[config.mk]
export PLATFORM = sky130hd
export DESIGN_NAME = ov5640_power_seq
export DESIGN_NICKNAME = d
export VERILOG_FILES = /design/src/rtl/ov5640_power_seq.sv
export SDC_FILE = /design/constraint.sdc
export NUM_CORES = 1
export LEC_CHECK = 0
export CAP_MARGIN = 20
export CORE_ASPECT_RATIO = 1.75
export CORE_MARGIN = 1
export CORE_UTILIZATION = 58
export DETAILED_ROUTE_END_ITERATION = 16
export GPL_TIMING_DRIVEN = 0
export PLACE_DENSITY = 0.89
export SYNTH_ARGS = -nofsm -noshare
export SYNTH_HDL_FRONTEND = slang
export SYNTH_SLANG_ARGS = --single-unit
[constraint.sdc]
create_clock -name clk -period 3 [get_ports clk]
set_clock_uncertainty 0.1 [all_clocks]
set_input_delay 0.9 -clock clk [delete_from_list [all_inputs] [get_ports clk]]
set_output_delay 0.9 -clock clk [all_outputs]
set_load 0.05 [all_outputs]
[src/rtl/ov5640_power_seq.sv]
// OV5640 power-up/reset sequencer: walks PWDN and RESETB through the datasheet timing,
// kicks off SCCB configuration, supervises it with a timeout and power-cycles on failure.
module ov5640_power_seq #(
    parameter logic [23:0] PWDN_CYCLES  = 24'd144_000,
    parameter logic [23:0] RESET_CYCLES = 24'd24_000,
    parameter logic [23:0] WAKE_CYCLES  = 24'd480_000,
    parameter logic [23:0] CFG_TIMEOUT  = 24'd2_400_000,
    parameter logic [1:0]  MAX_RETRY    = 2'd2
) (
    input  logic       clk,
    input  logic       rst,
    input  logic       reinit,
    input  logic       init_done,
    output logic       cam_pwdn,
    output logic       cam_rst_n,
    output logic       init_start,
    output logic       power_done,
    output logic       cfg_err,
    output logic [2:0] seq_state
);

    typedef enum logic [2:0] {
        S_PWDN  = 3'd0,
        S_RESET = 3'd1,
        S_WAKE  = 3'd2,
        S_START = 3'd3,
        S_CFG   = 3'd4,
        S_READY = 3'd5,
        S_FAIL  = 3'd6
    } state_t;

    state_t      state;
    state_t      nxt;
    logic [23:0] cnt;
    logic [1:0]  retry_cnt;
    logic        retry_inc;
    logic        retry_clr;
    logic        nxt_timed;

    always_comb begin
        nxt       = state;
        retry_inc = 1'b0;
        retry_clr = 1'b0;
        case (state)
            S_PWDN:  if (cnt == PWDN_CYCLES - 24'd1)  nxt = S_RESET;
            S_RESET: if (cnt == RESET_CYCLES - 24'd1) nxt = S_WAKE;
            S_WAKE:  if (cnt == WAKE_CYCLES - 24'd1)  nxt = S_START;
            S_START: nxt = S_CFG;
            S_CFG: begin
                // init_done wins over a coincident timeout
                if (init_done) begin
                    nxt = S_READY;
                end else if (cnt == CFG_TIMEOUT - 24'd1) begin
                    if (retry_cnt < MAX_RETRY) begin
                        nxt       = S_PWDN;
                        retry_inc = 1'b1;
                    end else begin
                        nxt = S_FAIL;
                    end
                end
            end
            S_READY, S_FAIL: begin
                if (reinit) begin
                    nxt       = S_PWDN;
                    retry_clr = 1'b1;
                end
            end
            default: nxt = S_PWDN;
        endcase
    end

    assign nxt_timed = (nxt == S_PWDN) || (nxt == S_RESET) || (nxt == S_WAKE) || (nxt == S_CFG);

    // Outputs are registered from the next state so pins change on the same edge as the state.
    always_ff @(posedge clk) begin
        if (rst) begin
            state      <= S_PWDN;
            cnt        <= 24'd0;
            retry_cnt  <= 2'd0;
            cam_pwdn   <= 1'b1;
            cam_rst_n  <= 1'b0;
            init_start <= 1'b0;
            power_done <= 1'b0;
            cfg_err    <= 1'b0;
            seq_state  <= 3'd0;
        end else begin
            state <= nxt;
            if (nxt != state || !nxt_timed) cnt <= 24'd0;
            else                           cnt <= cnt + 24'd1;
            if (retry_clr)                            retry_cnt <= 2'd0;
            else if (retry_inc && retry_cnt != 2'd3)  retry_cnt <= retry_cnt + 2'd1;
            cam_pwdn   <= (nxt == S_PWDN) || (nxt == S_FAIL);
            cam_rst_n  <= (nxt == S_WAKE) || (nxt == S_START) || (nxt == S_CFG) || (nxt == S_READY);
            init_start <= (nxt == S_START);
            power_done <= (nxt == S_READY);
            cfg_err    <= (nxt == S_FAIL);
            seq_state  <= nxt;
        end
    end

endmodule

=== After elaboration in Yosys (flattened, before gate mapping) ===
Cells that the tools add are included.

* $add $sub $neg: 2
* Multipliers: 0
* Divide/modulo/power cells: 0
* $lt $le $gt $ge: 1
* Equal/unequal tests: 18
* Shift operators: 0
* Muxes and demuxes: 14
* Bitwise operators: 0
* Reduce and logical (&&, ||, !) cells: 15

{| class="wikitable"
|+ Operators by type and width
! kind !! count
|-
| adder 24 x 1 -> 24 bit (second input constant) || 1
|-
| equality test 24 x 15 -> 1 bit (second input constant) || 1
|-
| equality test 24 x 18 -> 1 bit (second input constant) || 1
|-
| equality test 24 x 19 -> 1 bit (second input constant) || 1
|-
| equality test 24 x 22 -> 1 bit (second input constant) || 1
|-
| 2-to-1 mux 3 bit || 7
|-
| equality test 3 bit (second input constant) || 6
|-
| case mux 3 bit (6 select lines) || 1
|-
| equality test 3 x 2 -> 1 bit (second input constant) || 4
|-
| logical OR 1 bit || 8
|-
| equality test 3 x 1 -> 1 bit (second input constant) || 2
|-
| logical NOT 3 bit || 2
|-
| 2-to-1 mux 1 bit || 6
|-
| OR reduction 2 bit || 3
|-
| != test 3 bit || 1
|-
| adder 2 x 1 -> 2 bit (second input constant) || 1
|-
| less-than comparator 2 bit (second input constant) || 1
|-
| != test 2 bit (second input constant) || 1
|-
| logical AND 1 bit || 1
|-
| logical NOT 1 bit || 1
|}

* Register bits: 34
* Bits in latches: 0
* Memory bits (writable): 0
* Memory bits (read-only): 0
* Output and inout bits: 8
* Word-level logic and storage cells: 58
* Memories kept: 0

=== Longest topological paths before layout ===
Gate-level depths: netlist (run 1).

* Word-level depth: 12
* Mapped depth: 9
* Depth with buffers taken out: 7

=== Worst setup path before layout (run 1) ===
OpenSTA, ideal clock, no wires.

* Path kind: input port to flip-flop
* Start point: input init_done
* End point: register cnt[23]
* Library setup time: 0.123 ns
* Data arrival time: 2.216 ns
* Data required time: 2.777 ns
* Path slack: 0.561 ns
* Cell stages on the path: 7
* Path buffers: 1
* Path through: and4bb_2 > nand4_1 > nor3_2 > o22ai_1 > a32oi_4 > buf_6 > nor3_2

* Cells in the longest elaborated chain, start to end: 9
* Elaborated cells between the ends (all ways): 13
* Classes of those cells: 4 x eq/ne; 2 x mux; 7 x reduce/logical

{| class="wikitable"
|+ RTL lines
! what !! RTL line !! text
|-
| from (decl) || 13 || <nowiki>input logic init_done,</nowiki>
|-
| 2-to-1 mux 3 bit (*) || 51 || <nowiki>if (init_done) begin</nowiki>
|-
| case mux 3 bit (6 select lines) (*) || 44 || <nowiki>case (state)</nowiki>
|-
| equality test 3 x 1 -> 1 bit / logical NOT 3 bit (equally long branches) || 72 || <nowiki>assign nxt_timed = (nxt == S_PWDN) || (nxt == S_RESET) || (nxt == S_WAKE) || (nxt == S_CFG);</nowiki>
|-
| logical OR 1 bit (3 in a row) || 72 ||
|-
| logical NOT 1 bit || 88 || <nowiki>if (nxt != state || !nxt_timed) cnt <= 24'd0;</nowiki>
|-
| logical OR 1 bit (*) || 88 ||
|-
| OR reduction 2 bit (no line) (*) || n/a ||
|-
| to (signal assigned) || 89 || <nowiki>else cnt <= cnt + 24'd1;</nowiki>
|-
| to (decl) || 34 || <nowiki>logic [23:0] cnt;</nowiki>
|}

Mark *: on every way between the ends. The rest lies on a longest branch, timed or not.
A chain may end at the register's enable or synchronous reset.

=== Worst setup path in the final report (run 1) ===
* Start point: input init_done
* End point: register cnt[7]

The elaborated chain is that of the path after synthesis.

==> results of run 1 <==
==> metal layers <==
layer | track usage [%] | vias to the layer above | routed length, um
li1 | - | 778 | -
met1 | 23.7 | 735 | 1490
met2 | 46.7 | 54 | 2340
met3 | 7.36 | 16 | 163
met4 | 17.6 | 0 | 152
met5 | 0 | - | 0
==> critical path: cells and delay by family <==
kind,cells,cell delay [ps]
AND/OR/NAND/NOR,4,830
buffers and inverters,2,650
AO/OA/AOI/OAI,2,540
==> synth_stat cells, drive strengths merged <==
library cell | count | area share (%)
o22ai | 1 | 0.32
a31oi | 1 | 0.32
nor4bb | 1 | 0.52
or4 | 1 | 0.39
a211oi | 2 | 1.4
a32oi | 1 | 1.4
or2 | 3 | 0.97
o21a | 1 | 0.39
nor3b | 4 | 1.8
and4b | 2 | 1.0
buf | 10 | 3.6
inv | 5 | 0.97
nor2b | 1 | 0.32
o21ai | 4 | 1.0
and3 | 5 | 1.6
dfxtp | 34 | 35
nor4b | 4 | 3.7
nor2 | 20 | 3.9
nor4 | 2 | 0.97
nor3 | 27 | 12
a21o | 1 | 0.39
o211ai | 1 | 0.39
nand2b | 1 | 0.32
o21ba | 1 | 0.52
nand3 | 13 | 3.4
and4bb | 3 | 1.9
and4 | 2 | 0.90
a21oi | 5 | 1.3
o21bai | 1 | 0.39
nand2 | 10 | 1.9
nand4 | 12 | 3.9
xnor2 | 11 | 5.0
xor2 | 13 | 5.9
a2bb2oi | 1 | 0.45
ha | 2 | 1.3
==> where the power goes <==
part           switching [W]  internal, W   total, W
Combinational      0.0000136    0.0000106  0.0000242
Clock               0.000171     0.000184   0.000355
Sequential        0.00000404     0.000455   0.000459
==> cells by family (layout without fill, tap and decap cells) <==
logic type	Yosys count	in the layout	share of synthesized area (%)
XOR/XNOR	24	24	10.8
AO/OA/AOI/OAI	20	20	8.33
buffers and inverters	15	34	4.52
adder cells (fa/ha/maj)	2	2	1.29
AND/OR/NAND/NOR	111	111	39.9
flip-flops	34	34	35.1
==> registers in the layout (all words and copies together) (netlist names) <==
signal,flops
cnt,24
cfg_err,1
cam_rst_n,1
cam_pwdn,1
state,3
retry_cnt,2
init_start,1
power_done,1
==> how the worst max path moves through the flow <==
stage | from | end | slack, ps | depth (start not counted)
5_1_grt | init_done | cnt[6] | 20 | 8
3_3_place_gp | init_done | cnt[3] | -100 | 8
6_report | init_done | cnt[7] | 140 | 8
4_1_cts | init_done | cnt[4] | 170 | 8
2_1_floorplan | init_done | cnt[23] | 560 | 7
3_5_place_dp | init_done | cnt[9] | -120 | 8
==> per-stage QoR <==
step	area [um2]	std cells	setup slack [ps]	hold WS [ps]	total power [W]
3_5_place_dp	2100	260	-123	393	0.000493
5_1_grt	2200	268	17.3	425	0.000868
3_3_place_gp	2100	260	-100	389	0.000492
2_1_floorplan	1940	206	561	362	0.000483
6_report	2200	268	138	407	0.000838
4_1_cts	2200	268	170	407	0.000846
==> layout make-up <==
class	count	area (um2)	share of cell area [%]
multi-input combinational	157	1170	53.2
sequential	34	681	31.0
timing repair buffer	11	110	5.01
clock buffer	6	82.6	3.76
buffer	10	68.8	3.13
tap	43	53.8	2.45
inverter	5	18.8	0.854
clock inverter	2	12.5	0.569
==> flow_summary.html, run 1 <==
<table>
<tr><th>Metric</th><th>Value</th></tr>
<tr><th colspan="2">STA</th></tr>
<tr><td>Unrepaired setup endpoints after global routing</td><td>false</td></tr>
<tr><td>Final number of max-transition violations</td><td>0</td></tr>
<tr><td>Setup tns final</td><td>0 ps</td></tr>
<tr><td>Headroom to the max-slew limit</td><td>a little over half</td></tr>
<tr><td>Final critical delay including setup and external delays</td><td>2860 ps</td></tr>
<tr><td>Endpoints failing setup</td><td>0</td></tr>
<tr><td>Highest clock rate</td><td>~0.35 GHz</td></tr>
<tr><td>Tcrit/Tclk final</td><td>between 90 and 100%</td></tr>
<tr><td>Slew of the pin with the lowest slew margin</td><td>roughly 710 ps</td></tr>
<tr><td>Final count of hold timing violations</td><td>0</td></tr>
<tr><th colspan="2">Worst setup path</th></tr>
<tr><td>Cell with the largest stage delay on the worst path</td><td>clkdlybuf4s50_1</td></tr>
<tr><td>Startpoint of the lowest-slack register-to-register path</td><td>cnt[0]</td></tr>
<tr><td>Type of destination of the critical path</td><td>register</td></tr>
<tr><td>Capturing point of the worst reg2reg path</td><td>cnt[7]</td></tr>
<tr><td>Data arrival time at the worst-slack endpoint</td><td>2940 ps</td></tr>
<tr><td>Cell occurring most often along the worst timing path</td><td>nor3_2</td></tr>
<tr><td>Cell-by-cell trace of the critical path</td><td>clkdlybuf4s50_1 &gt; and4bb_2 &gt; nand4_1 &gt; nor3_2 &gt; o22ai_1 &gt; a32oi_4 &gt; buf_6 &gt; nor3_2</td></tr>
<tr><td>Critical Setup Path Class</td><td>input port to register</td></tr>
<tr><td>Maximum fanout along the worst path</td><td>10</td></tr>
<tr><td>Category of the worst setup path launch point</td><td>input port</td></tr>
<tr><td>Setup slack of the most critical reg-to-reg path</td><td>between 400 and 500 ps</td></tr>
<tr><td>Delay contributed by the slowest stage of the critical path</td><td>roughly 430 ps</td></tr>
<tr><td>Data required time at the worst endpoint</td><td>roughly 3100 ps</td></tr>
<tr><td>Worst reg-to-reg path cell count</td><td>9</td></tr>
<tr><th colspan="2">Synthesis</th></tr>
<tr><td>Mapped cell area</td><td>roughly 1900 um2</td></tr>
<tr><td>Synthesized area per cell</td><td>~9.4 um2</td></tr>
<tr><td>Syn nets</td><td>about 210</td></tr>
<tr><td>Share of the yosys chip area belonging to registers</td><td>35.1%</td></tr>
<tr><td>Distinct cell type count of the synthesized netlist</td><td>44</td></tr>
<tr><td>Syn Inst Count</td><td>206</td></tr>
<tr><td>Register bit total from synthesis</td><td>34</td></tr>
<tr><td>Synth warnings</td><td>0</td></tr>
<tr><th colspan="2">Route</th></tr>
<tr><td>Post-route DRC violation count</td><td>0</td></tr>
<tr><td>Number of nets with antenna violations after routing</td><td>0</td></tr>
<tr><td>DRT Wirelength</td><td>between 4 and 5 mm</td></tr>
<tr><td>Violation count after the first detailed-route iteration</td><td>51</td></tr>
<tr><td>Vias per Instance</td><td>just under 6</td></tr>
<tr><td>Number of iterations in the first detailed-routing pass</td><td>4</td></tr>
<tr><td>Wire length per cell after detailed routing</td><td>about 15 um</td></tr>
<tr><td>Total via count after detailed routing</td><td>between 1500 and 2000</td></tr>
<tr><th colspan="2">Die</th></tr>
<tr><td>Std-Cell Core Area</td><td>approximately 3200 um2</td></tr>
<tr><td>Starting density of the core</td><td>61.0%</td></tr>
<tr><td>Cell Rows</td><td>27</td></tr>
<tr><td>Horizontal die dimension</td><td>45.7 um</td></tr>
<tr><td>Boundary pin count</td><td>12</td></tr>
<tr><td>Total die area</td><td>3590 um2</td></tr>
<tr><td>Chip height</td><td>slightly below 80 um</td></tr>
<tr><th colspan="2">Min path</th></tr>
<tr><td>Number of cells traversed by the worst hold path</td><td>1</td></tr>
<tr><td>Hold path start</td><td>cnt[0]</td></tr>
<tr><td>Hold Crit Endpoint</td><td>cnt[0]</td></tr>
<tr><td>Hold crit path type</td><td>register to register</td></tr>
<tr><th colspan="2">Clock tree</th></tr>
<tr><td>Clock-pin slew on the worst setup and hold paths</td><td>about 60 ps</td></tr>
<tr><td>Number of CTS-inserted buffers</td><td>5</td></tr>
<tr><td>Resized cells post-CTS</td><td>0</td></tr>
<tr><td>Setup bufs post-CTS</td><td>0</td></tr>
<tr><td>Hold_buf cts</td><td>0</td></tr>
<tr><td>CTS H-Tree Depth</td><td>2</td></tr>
<tr><td>CTS Root Cell</td><td>clkbuf_8</td></tr>
<tr><td>Longest Clk Path Bufs</td><td>2</td></tr>
<tr><td>TritonCTS clock tree</td><td>done</td></tr>
<tr><td>Number of sinks on the clock net</td><td>34</td></tr>
<tr><td>Clock latency of the later-clocked register in the worst-skew pair</td><td>about 300 ps</td></tr>
<tr><th colspan="2">Power and ir drop</th></tr>
<tr><td>Power per unit of standard cell area</td><td>roughly 380 nW/um2</td></tr>
<tr><td>Largest voltage drop on the vdd net</td><td>between 400 and 500 uV</td></tr>
<tr><td>Total leakage power</td><td>~0.75 nW</td></tr>
<tr><th colspan="2">Run status</th></tr>
<tr><td>Outcome</td><td>complete, no violations</td></tr>
<tr><th colspan="2">Global route</th></tr>
<tr><td>Vias in the first global route</td><td>~1600</td></tr>
<tr><td>GRT Util Overall</td><td>26.2%</td></tr>
<tr><td>Overflow left after global routing</td><td>0</td></tr>
<tr><td>Largest net degree at the start of global routing</td><td>12</td></tr>
<tr><td>Wire length of the first global-routing pass</td><td>about 6.7 mm</td></tr>
<tr><td>Antenna violations before repair</td><td>0</td></tr>
<tr><th colspan="2">Place</th></tr>
<tr><td>HPWL reported at the end of detailed placement</td><td>between 3 and 4 mm</td></tr>
<tr><td>Final weighted congestion in routability-driven placement</td><td>0.914</td></tr>
<tr><td>Quantity of I/O buffers inserted on ports</td><td>11</td></tr>
<tr><th colspan="2">Final layout</th></tr>
<tr><td>Ant. Diodes</td><td>0</td></tr>
<tr><td>Number of filler instances in the final layout</td><td>252</td></tr>
<tr><td>Fraction of final layout cells sized beyond drive strength 1</td><td>a little under a quarter</td></tr>
<tr><td>Most common cell after layout, fill and taps aside</td><td>dfxtp_1</td></tr>
<tr><td>Nets</td><td>230</td></tr>
<tr><td>Core utilization of the finished layout</td><td>slightly below 70%</td></tr>
<tr><td>Top library cells by usage in the layout, fill and taps aside</td><td>34 x dfxtp_1, 21 x nor3_2, 20 x nor2_1</td></tr>
<tr><td>Area Overhead vs Synth</td><td>13.4%</td></tr>
<tr><th colspan="2">Flow run</th></tr>
<tr><td>Number of max-cap violations</td><td>0</td></tr>
</table>
Note: power is estimated with default switching activity, not from simulation.
==> inputs of run 2 (changes only) <==
Settings changed: ABC_AREA set to 1, CORE_UTILIZATION 58 to 60, PLACE_DENSITY 0.89 to 0.91.
==> run 2 against run 1 <==
- the run now ends with DRC left
- worst setup slack improved by 260 ps
- clock power rose by 21%
- synthesized cell count rose by 71%
- flip-flop and latch count did not move
- fmax rose by 10%
- count of clock-buffer cells in the layout did not move
- utilization rose by 0.26 points
- power rose by 22%
- critical endpoint is now seq_state[0]
==> flow_summary.html, run 2 <==
<table>
<tr><th>Metric</th><th>Value</th></tr>
<tr><th colspan="2">Synthesis</th></tr>
<tr><td>EDFF count, synth</td><td>0 (unchanged)</td></tr>
<tr><td>Distinct cell type count of the synthesized netlist</td><td>30 (was 44)</td></tr>
<tr><td>Top FF cell, synth</td><td>dfxtp_1 (unchanged)</td></tr>
<tr><td>Post-synth top area cell</td><td>dfxtp_1 (unchanged)</td></tr>
<tr><td>Most common cell in the synthesized netlist</td><td>nand2_1 (was dfxtp_1)</td></tr>
<tr><td>Cell types with the highest counts after synthesis</td><td>78 x nand2_1, 62 x nor2_1, 51 x inv_1, 34 x dfxtp_1, 22 x nor2_4 (was 34 x dfxtp_1, 21 x nor3_2, 20 x nor2_1, 13 x nand3_1, 13 x xor2_1)</td></tr>
<tr><td>Synth warnings</td><td>0 (unchanged)</td></tr>
<tr><td>Mapped cell area</td><td>2400 um2 (was 1940 um2)</td></tr>
<tr><td>Syn nets</td><td>359 (was 212)</td></tr>
<tr><td>Proportion of synthesized flip-flops having asynchronous set or reset</td><td>0% (unchanged)</td></tr>
<tr><td>Synthesized area per cell</td><td>6.81 um2 (was 9.41 um2)</td></tr>
<tr><td>Register bit total from synthesis</td><td>34 (unchanged)</td></tr>
<tr><td>Share of the yosys chip area belonging to registers</td><td>28.3% (was 35.1%)</td></tr>
<tr><td>Syn Inst Count</td><td>353 (was 206)</td></tr>
<tr><td>Share of Yosys cell area claimed by the top area cell type</td><td>28.3% (was 35.1%)</td></tr>
<tr><td>Dominant cells by area after synthesis</td><td>dfxtp_1 28%, nand2_1 12%, nor2_4 10% (was dfxtp_1 35%, nor3_2 11%, xor2_1 5.9%)</td></tr>
<tr><th colspan="2">Final layout</th></tr>
<tr><td>Largest registers</td><td>cnt x24, state x3, retry_cnt x2 (unchanged)</td></tr>
<tr><td>Area taken by flip-flops and latches</td><td>681 um2 (unchanged)</td></tr>
<tr><td>Fraction of final layout cells sized beyond drive strength 1</td><td>19.1% (was 23.1%)</td></tr>
<tr><td>Largest register FFs</td><td>24 (unchanged)</td></tr>
<tr><td>Top library cells by usage in the layout, fill and taps aside</td><td>78 x nand2_1, 62 x nor2_1, 51 x inv_1 (was 34 x dfxtp_1, 21 x nor3_2, 20 x nor2_1)</td></tr>
<tr><td>Register ranked first by flip-flop count</td><td>cnt (unchanged)</td></tr>
<tr><td>Number of filler instances in the final layout</td><td>309 (was 252)</td></tr>
<tr><td>Multi-input logic area</td><td>1440 um2 (was 1170 um2)</td></tr>
<tr><td>Area Overhead vs Synth</td><td>11.8% (was 13.4%)</td></tr>
<tr><td>Nets</td><td>377 (was 230)</td></tr>
<tr><td>Ant. Diodes</td><td>0 (unchanged)</td></tr>
<tr><td>Most common cell after layout, fill and taps aside</td><td>nand2_1 (was dfxtp_1)</td></tr>
<tr><th colspan="2">Clock tree</th></tr>
<tr><td>Setup bufs post-CTS</td><td>0 (unchanged)</td></tr>
<tr><td>Longest Clk Path Bufs</td><td>2 (unchanged)</td></tr>
<tr><td>TritonCTS clock tree</td><td>done (unchanged)</td></tr>
<tr><td>CTS Root Cell</td><td>clkbuf_8 (unchanged)</td></tr>
<tr><td>Number of sinks on the clock net</td><td>34 (unchanged)</td></tr>
<tr><td>Number of CTS-inserted buffers</td><td>5 (unchanged)</td></tr>
<tr><td>Clock latency of the later-clocked register in the worst-skew pair</td><td>290 ps (was 300 ps)</td></tr>
<tr><td>Hold_buf cts</td><td>0 (unchanged)</td></tr>
<tr><td>Resized cells post-CTS</td><td>0 (unchanged)</td></tr>
<tr><td>CTS H-Tree Depth</td><td>2 (unchanged)</td></tr>
<tr><td>Clock-pin slew on the worst setup and hold paths</td><td>70 ps (was 60 ps)</td></tr>
<tr><th colspan="2">Die</th></tr>
<tr><td>Chip height</td><td>85.7 um (was 78.5 um)</td></tr>
<tr><td>Starting density of the core</td><td>62.1% (was 61.0%)</td></tr>
<tr><td>Cell Rows</td><td>30 (was 27)</td></tr>
<tr><td>Horizontal die dimension</td><td>49.8 um (was 45.7 um)</td></tr>
<tr><td>Boundary pin count</td><td>12 (unchanged)</td></tr>
<tr><td>Std-Cell Core Area</td><td>3870 um2 (was 3180 um2)</td></tr>
<tr><td>Total die area</td><td>4270 um2 (was 3590 um2)</td></tr>
<tr><th colspan="2">Worst setup path</th></tr>
<tr><td>Critical Setup Path Class</td><td>register to output pin (was input port to register)</td></tr>
<tr><td>Data arrival time at the worst-slack endpoint</td><td>1600 ps (was 2940 ps)</td></tr>
<tr><td>Cell-by-cell trace of the critical path</td><td>clkdlybuf4s50_1 (was clkdlybuf4s50_1 &gt; and4bb_2 &gt; nand4_1 &gt; nor3_2 &gt; o22ai_1 &gt; a32oi_4 &gt; buf_6 &gt; nor3_2)</td></tr>
<tr><td>Setup slack of the most critical reg-to-reg path</td><td>670 ps (was 490 ps)</td></tr>
<tr><td>Startpoint of the lowest-slack register-to-register path</td><td>cnt[0] (unchanged)</td></tr>
<tr><td>Kind of cell with the highest combined delay on the critical path</td><td>buffers and inverters (was simple AND/OR/NAND/NOR gates)</td></tr>
<tr><td>Number of buffers and inverters on the critical path</td><td>1 (was 2)</td></tr>
<tr><td>Type of destination of the critical path</td><td>output pin (was register)</td></tr>
<tr><td>Delay contributed by the slowest stage of the critical path</td><td>850 ps (was 430 ps)</td></tr>
<tr><td>Capturing point of the worst reg2reg path</td><td>cnt[6] (was cnt[7])</td></tr>
<tr><td>Maximum fanout along the worst path</td><td>7 (was 10)</td></tr>
<tr><td>Worst reg-to-reg path cell count</td><td>13 (was 9)</td></tr>
<tr><td>Cell with the largest stage delay on the worst path</td><td>clkdlybuf4s50_1 (unchanged)</td></tr>
<tr><td>Data required time at the worst endpoint</td><td>2000 ps (was 3070 ps)</td></tr>
<tr><td>Category of the worst setup path launch point</td><td>register (was input port)</td></tr>
<tr><th colspan="2">Global route</th></tr>
<tr><td>Antenna violations before repair</td><td>0 (unchanged)</td></tr>
<tr><td>Largest net degree at the start of global routing</td><td>11 (was 12)</td></tr>
<tr><td>Overflow left after global routing</td><td>0 (unchanged)</td></tr>
<tr><td>Vias in the first global route</td><td>2262 (was 1555)</td></tr>
<tr><td>GRT Util Overall</td><td>28.6% (was 26.2%)</td></tr>
<tr><td>Wire length of the first global-routing pass</td><td>9.40 mm (was 6.73 mm)</td></tr>
<tr><th colspan="2">Route</th></tr>
<tr><td>Post-route DRC violation count</td><td>1 (was 0)</td></tr>
<tr><td>Violation count after the first detailed-route iteration</td><td>67 (was 51)</td></tr>
<tr><td>Total length of routed met2 wires</td><td>2.99 mm (was 2.34 mm)</td></tr>
<tr><td>Number of nets with antenna violations after routing</td><td>0 (unchanged)</td></tr>
<tr><td>Vias per Instance</td><td>5.16 (was 5.91)</td></tr>
<tr><td>Met3 WL</td><td>214 um (was 163 um)</td></tr>
<tr><td>Total via count after detailed routing</td><td>2163 (was 1583)</td></tr>
<tr><td>Top layer used by detailed routing</td><td>met4 (unchanged)</td></tr>
<tr><td>Wire length per cell after detailed routing</td><td>13.0 um (was 15.5 um)</td></tr>
<tr><td>Total routed wire length on the met1 layer</td><td>1.95 mm (was 1.49 mm)</td></tr>
<tr><td>DRT Wirelength</td><td>5.43 mm (was 4.15 mm)</td></tr>
<tr><td>Number of iterations in the first detailed-routing pass</td><td>10 (was 4)</td></tr>
<tr><th colspan="2">STA</th></tr>
<tr><td>Slew of the pin with the lowest slew margin</td><td>503 ps (was 711 ps)</td></tr>
<tr><td>Final number of max-transition violations</td><td>0 (unchanged)</td></tr>
<tr><td>Unrepaired setup endpoints after global routing</td><td>false (unchanged)</td></tr>
<tr><td>Final count of hold timing violations</td><td>0 (unchanged)</td></tr>
<tr><td>Worst hold slack</td><td>391 ps (was 407 ps)</td></tr>
<tr><td>Tcrit/Tclk final</td><td>86.7% (was 95.4%)</td></tr>
<tr><td>Final critical delay including setup and external delays</td><td>2600 ps (was 2860 ps)</td></tr>
<tr><td>Endpoints failing setup</td><td>0 (unchanged)</td></tr>
<tr><td>Setup tns final</td><td>0 ps (unchanged)</td></tr>
<tr><td>Highest clock rate</td><td>0.384 GHz (was 0.349 GHz)</td></tr>
<tr><td>Headroom to the max-slew limit</td><td>66.4% (was 52.2%)</td></tr>
<tr><th colspan="2">Min path</th></tr>
<tr><td>Hold crit path type</td><td>register to register (unchanged)</td></tr>
<tr><td>Number of cells traversed by the worst hold path</td><td>1 (unchanged)</td></tr>
<tr><td>Hold path start</td><td>cnt[0] (unchanged)</td></tr>
<tr><td>Hold Crit Endpoint</td><td>cnt[0] (unchanged)</td></tr>
<tr><th colspan="2">Place</th></tr>
<tr><td>Quantity of I/O buffers inserted on ports</td><td>11 (unchanged)</td></tr>
<tr><td>HPWL reported at the end of detailed placement</td><td>4.17 mm (was 3.07 mm)</td></tr>
<tr><td>Final weighted congestion in routability-driven placement</td><td>0.916 (was 0.914)</td></tr>
<tr><th colspan="2">Run status</th></tr>
<tr><td>Violations in the final reports</td><td>DRC</td></tr>
<tr><td>Outcome</td><td>finished, violations left (was complete, no violations)</td></tr>
<tr><th colspan="2">Power and ir drop</th></tr>
<tr><td>Largest voltage drop on the vdd net</td><td>293 uV (was 418 uV)</td></tr>
<tr><td>Power per unit of standard cell area</td><td>380 nW/um2 (was 382 nW/um2)</td></tr>
<tr><td>Total leakage power</td><td>1.07 nW (was 0.747 nW)</td></tr>
<tr><th colspan="2">Flow run</th></tr>
<tr><td>Number of max-cap violations</td><td>0 (unchanged)</td></tr>
</table>
## run 2: changes by cell type after synthesis, moves of 9 or more
| cell | previous run | this run |
|---|---|---|
| nor2_2 | 0 | 10 |
| nor3_2 | 21 | 1 |
| xnor2_1 | 11 | 2 |
| nor2_1 | 20 | 62 |
| nand2_1 | 10 | 78 |
| inv_2 | 0 | 10 |
| nor2_4 | 0 | 22 |
| inv_1 | 5 | 51 |
## run 2: metrics by stage
| stage | power, W | util [%] | worst slack (ps) | area, um2 | instances |
|---|---|---|---|---|---|
| 3_5_place_dp | 0.000600 | 66.5 | 245 | 2570 | 412 |
| 2_1_floorplan | 0.000572 | - | 832 | 2400 | 353 |
| 6_report | 0.00102 | 69.4 | 399 | 2690 | 419 |
| 3_3_place_gp | 0.000596 | 66.5 | 299 | 2570 | 412 |
| 4_1_cts | 0.00103 | 69.4 | 414 | 2690 | 419 |
| 5_1_grt | 0.00105 | 69.4 | 354 | 2690 | 419 |
## run 2: area by class of cell
cell class                 count  area share, %
timing repair buffer          11           4.10
clock buffer                   6           3.08
buffer                         5           2.14
sequential                    34           25.3
multi-input combinational    253           53.4
clock inverter                 1           1.12
tap                           48           2.24
inverter                      61           8.53
## run 2: cell families (layout without fill, tap and decap cells)
group / Yosys count / in the layout / synth area share (%)
compound gates: 11 / 11 / 3.28
fa+ha+maj: 2 / 2 / 1.04
simple gates: 219 / 219 / 47.8
xor+xnor: 21 / 21 / 7.66
flops: 34 / 34 / 28.3
buf+inv: 66 / 84 / 11.9
## run 2: metal layers
metal	vias to the layer above	GRT usage [%]
met5	-	0
met4	0	18.7
met3	28	6.38
met2	74	54.9
met1	955	25.6
li1	1106	-
## run 2: worst max path at each step
stage / start / to / cells after the start
finish: state[0] / seq_state[0] / 1
global route: state[1] / seq_state[1] / 1
CTS: state[0] / seq_state[0] / 1
detailed placement: reinit / cnt[9] / 12
global placement: reinit / cnt[9] / 12
floorplan: state[2] / cnt[5] / 11
## run 2: report_power, final
group | switching [W] | internal [W]
Clock | 0.000165 | 0.000266
Sequential | 0.00000959 | 0.000460
Combinational | 0.0000786 | 0.0000418
## run 2: worst reg2reg max path, stage by stage, from the launching register on
cell and delay (ps):
dfxtp_1 410, ha_1 260, nand2_1 90, nor2_2 130, nand2_1 80, nor2_2 170
nand3_2 130, o21ai_2 220, nand4_1 110, nand2_1 100, inv_2 50, nand3_4 130
buf_12 200, nor2_4 40
==> inputs of run 3 (changes only) <==
Settings changed: CORE_UTILIZATION 60 to 64, DONT_BUFFER_PORTS set to 1.
==> run 3 against run 2 <==
- sequential power increased by 3%
- fmax increased by 7.2%
- critical endpoint is now cnt[3]
- count of clock-buffer cells in the layout unchanged
- critical path depth increased by 10
- non-clock buffer count decreased by 11
- the run now ends clean
- final cell count decreased by 2.9%
- hold slack got worse by 2.1 ps
- combinational power decreased by 19%
- clock power decreased by 17%
- highest routed layer unchanged
- design area decreased by 4.8%
==> flow_summary.html, run 3 (synthesized netlist as in run 2, its figures left out) <==
<table>
<tr><th>Metric</th><th>Value</th></tr>
<tr><th colspan="2">Run status</th></tr>
<tr><td>Outcome</td><td>complete, no violations (was finished, violations left)</td></tr>
<tr><th colspan="2">Global route</th></tr>
<tr><td>Global routing met1 resource utilization</td><td>26.6% (was 25.6%)</td></tr>
<tr><td>GRT Util Overall</td><td>28.0% (was 28.6%)</td></tr>
<tr><td>Most utilized layer in the global route result</td><td>met2 (unchanged)</td></tr>
<tr><td>Largest net degree at the start of global routing</td><td>12 (was 11)</td></tr>
<tr><td>Overflow left after global routing</td><td>0 (unchanged)</td></tr>
<tr><td>Global Route met3 Usage</td><td>6.78% (was 6.38%)</td></tr>
<tr><td>Met2 usage in global routing</td><td>53.8% (was 54.9%)</td></tr>
<tr><td>Wire length of the first global-routing pass</td><td>8.71 mm (was 9.40 mm)</td></tr>
<tr><td>Vias in the first global route</td><td>2109 (was 2262)</td></tr>
<tr><td>Antenna violations before repair</td><td>0 (unchanged)</td></tr>
<tr><th colspan="2">STA</th></tr>
<tr><td>Final critical delay including setup and external delays</td><td>2430 ps (was 2600 ps)</td></tr>
<tr><td>Final number of max-transition violations</td><td>0 (unchanged)</td></tr>
<tr><td>Headroom to the max-slew limit</td><td>54.6% (was 66.4%)</td></tr>
<tr><td>Setup tns final</td><td>0 ps (unchanged)</td></tr>
<tr><td>Endpoints failing setup</td><td>0 (unchanged)</td></tr>
<tr><td>Worst hold slack</td><td>389 ps (was 391 ps)</td></tr>
<tr><td>Final count of hold timing violations</td><td>0 (unchanged)</td></tr>
<tr><td>Unrepaired setup endpoints after global routing</td><td>false (unchanged)</td></tr>
<tr><td>Worst setup margin</td><td>574 ps (was 399 ps)</td></tr>
<tr><td>Highest clock rate</td><td>0.412 GHz (was 0.384 GHz)</td></tr>
<tr><td>Tcrit/Tclk final</td><td>80.9% (was 86.7%)</td></tr>
<tr><td>Slew of the pin with the lowest slew margin</td><td>681 ps (was 503 ps)</td></tr>
<tr><th colspan="2">Route</th></tr>
<tr><td>Post-route DRC violation count</td><td>0 (was 1)</td></tr>
<tr><td>Wire length per cell after detailed routing</td><td>12.5 um (was 13.0 um)</td></tr>
<tr><td>Violation count after the first detailed-route iteration</td><td>70 (was 67)</td></tr>
<tr><td>Vias per Instance</td><td>5.19 (was 5.16)</td></tr>
<tr><td>Number of nets with antenna violations after routing</td><td>0 (unchanged)</td></tr>
<tr><td>Total via count after detailed routing</td><td>2113 (was 2163)</td></tr>
<tr><td>Number of iterations in the first detailed-routing pass</td><td>4 (was 10)</td></tr>
<tr><td>DRT Wirelength</td><td>5.09 mm (was 5.43 mm)</td></tr>
<tr><th colspan="2">Die</th></tr>
<tr><td>Chip height</td><td>83.1 um (was 85.7 um)</td></tr>
<tr><td>Starting density of the core</td><td>66.9% (was 62.1%)</td></tr>
<tr><td>Boundary pin count</td><td>12 (unchanged)</td></tr>
<tr><td>Std-Cell Core Area</td><td>3590 um2 (was 3870 um2)</td></tr>
<tr><td>Horizontal die dimension</td><td>48.3 um (was 49.8 um)</td></tr>
<tr><td>Cell Rows</td><td>29 (was 30)</td></tr>
<tr><td>Total die area</td><td>4010 um2 (was 4270 um2)</td></tr>
<tr><th colspan="2">Clock tree</th></tr>
<tr><td>Longest Clk Path Bufs</td><td>2 (unchanged)</td></tr>
<tr><td>Clock latency of the later-clocked register in the worst-skew pair</td><td>290 ps (about the same)</td></tr>
<tr><td>Number of sinks on the clock net</td><td>34 (unchanged)</td></tr>
<tr><td>TritonCTS clock tree</td><td>done (unchanged)</td></tr>
<tr><td>Hold_buf cts</td><td>0 (unchanged)</td></tr>
<tr><td>Resized cells post-CTS</td><td>0 (unchanged)</td></tr>
<tr><td>CTS H-Tree Depth</td><td>2 (unchanged)</td></tr>
<tr><td>Clock-pin slew on the worst setup and hold paths</td><td>70 ps (about the same)</td></tr>
<tr><td>Number of CTS-inserted buffers</td><td>5 (unchanged)</td></tr>
<tr><td>CTS Root Cell</td><td>clkbuf_8 (unchanged)</td></tr>
<tr><td>Setup bufs post-CTS</td><td>0 (unchanged)</td></tr>
<tr><th colspan="2">Worst setup path</th></tr>
<tr><td>Type of destination of the critical path</td><td>register (was output pin)</td></tr>
<tr><td>Maximum fanout along the worst path</td><td>10 (was 7)</td></tr>
<tr><td>Cell with the largest stage delay on the worst path</td><td>dfxtp_1 (was clkdlybuf4s50_1)</td></tr>
<tr><td>Setup slack of the most critical reg-to-reg path</td><td>570 ps (was 670 ps)</td></tr>
<tr><td>Cell occurring most often along the worst timing path</td><td>nor2_2</td></tr>
<tr><td>Data arrival time at the worst-slack endpoint</td><td>2510 ps (was 1600 ps)</td></tr>
<tr><td>Critical Setup Path Class</td><td>register to register (was register to output pin)</td></tr>
<tr><td>Delay contributed by the slowest stage of the critical path</td><td>640 ps (was 850 ps)</td></tr>
<tr><td>Cell-by-cell trace of the critical path</td><td>buf_2 &gt; inv_2 &gt; nor2_2 &gt; inv_1 &gt; nor2_2 &gt; nand3_1 &gt; nand2_1 &gt; a21oi_2 &gt; nand3_4 &gt; buf_12 &gt; nor2_4 (was clkdlybuf4s50_1)</td></tr>
<tr><td>Kind of cell with the highest combined delay on the critical path</td><td>simple AND/OR/NAND/NOR gates (was buffers and inverters)</td></tr>
<tr><td>Data required time at the worst endpoint</td><td>3080 ps (was 2000 ps)</td></tr>
<tr><td>Category of the worst setup path launch point</td><td>register (unchanged)</td></tr>
<tr><td>Number of buffers and inverters on the critical path</td><td>4 (was 1)</td></tr>
<tr><th colspan="2">Min path</th></tr>
<tr><td>Hold crit path type</td><td>register to register (unchanged)</td></tr>
<tr><th colspan="2">Power and ir drop</th></tr>
<tr><td>Power per unit of standard cell area</td><td>367 nW/um2 (was 380 nW/um2)</td></tr>
<tr><td>Total leakage power</td><td>1.02 nW (was 1.07 nW)</td></tr>
<tr><td>Largest voltage drop on the vdd net</td><td>329 uV (was 293 uV)</td></tr>
<tr><th colspan="2">Final layout</th></tr>
<tr><td>Ant. Diodes</td><td>0 (unchanged)</td></tr>
<tr><td>Fraction of final layout cells sized beyond drive strength 1</td><td>19.9% (was 19.1%)</td></tr>
<tr><td>Top library cells by usage in the layout, fill and taps aside</td><td>78 x nand2_1, 62 x nor2_1, 51 x inv_1 (unchanged)</td></tr>
<tr><td>Multi-input logic area</td><td>1440 um2 (unchanged)</td></tr>
<tr><td>Area Overhead vs Synth</td><td>6.35% (was 11.8%)</td></tr>
<tr><td>Core utilization of the finished layout</td><td>71.1% (was 69.4%)</td></tr>
<tr><td>Non-filler cells, final</td><td>407 (was 419)</td></tr>
<tr><td>Largest registers</td><td>cnt x24, state x3, retry_cnt x2 (unchanged)</td></tr>
<tr><td>Most common cell after layout, fill and taps aside</td><td>nand2_1 (unchanged)</td></tr>
<tr><td>Largest register FFs</td><td>24 (unchanged)</td></tr>
<tr><td>Area taken by flip-flops and latches</td><td>681 um2 (unchanged)</td></tr>
<tr><td>Number of filler instances in the final layout</td><td>288 (was 309)</td></tr>
<tr><td>Nets</td><td>366 (was 377)</td></tr>
<tr><td>Register ranked first by flip-flop count</td><td>cnt (unchanged)</td></tr>
<tr><th colspan="2">Flow run</th></tr>
<tr><td>Number of max-cap violations</td><td>0 (unchanged)</td></tr>
<tr><th colspan="2">Place</th></tr>
<tr><td>Quantity of I/O buffers inserted on ports</td><td>0 (was 11)</td></tr>
<tr><td>HPWL reported at the end of detailed placement</td><td>3.94 mm (was 4.17 mm)</td></tr>
<tr><td>Final weighted congestion in routability-driven placement</td><td>0.915 (was 0.916)</td></tr>
<tr><td>Number of instances in the placed design</td><td>399 (was 412)</td></tr>
<tr><td>Worst setup timing slack at the placement stage</td><td>586 ps (was 245 ps)</td></tr>
</table>
[run 3: changes by cell type in the layout (fill, tap and decap cells not counted)]
cell,previous run,this run
bufinv_16,1,0
clkinvlp_4,0,1
clkdlybuf4s50_1,11,0
clkinv_2,0,1
[run 3: per-stage QoR]
stage / power [W] / cell area, um2
3_3_place_gp: 0.000584 / 2460
6_report: 0.000938 / 2550
4_1_cts: 0.000946 / 2550
5_1_grt: 0.000972 / 2550
2_1_floorplan: 0.000572 / 2400
3_5_place_dp: 0.000587 / 2460
[run 3: metal layers]
metal | vias up | share of wire, % | wire length, um
met3 | 21 | 3.7 | 188
li1 | 1092 | - | -
met1 | 944 | 38 | 1950
met2 | 56 | 54 | 2770
met4 | 0 | 3.5 | 180
met5 | - | 0 | 0
[run 3: power breakdown]
| part | switching (W) | internal (W) |
|---|---|---|
| Combinational | 0.0000635 | 0.0000334 |
| Sequential | 0.0000216 | 0.000460 |
| Clock | 0.000175 | 0.000184 |
| Total | 0.000260 | 0.000678 |
[run 3: worst paths after layout]
| kind | cells after the start | endpoint | start |
|---|---|---|---|
| min | 1 | cnt[0] | cnt[0] |
| min reg2reg | 1 | cnt[0] | cnt[0] |
| max reg2reg | 11 | cnt[3] | state[2] |
| max | 11 | cnt[3] | state[2] |
[run 3: layout make-up]
cell class | count | share of cell area, %
inverters | 61 | 8.96
clock inverters | 2 | 0.490
clock buffers | 6 | 3.23
well taps | 46 | 2.25
multi-input cells | 253 | 56.2
flip-flops and latches | 34 | 26.6
plain buffers | 5 | 2.25
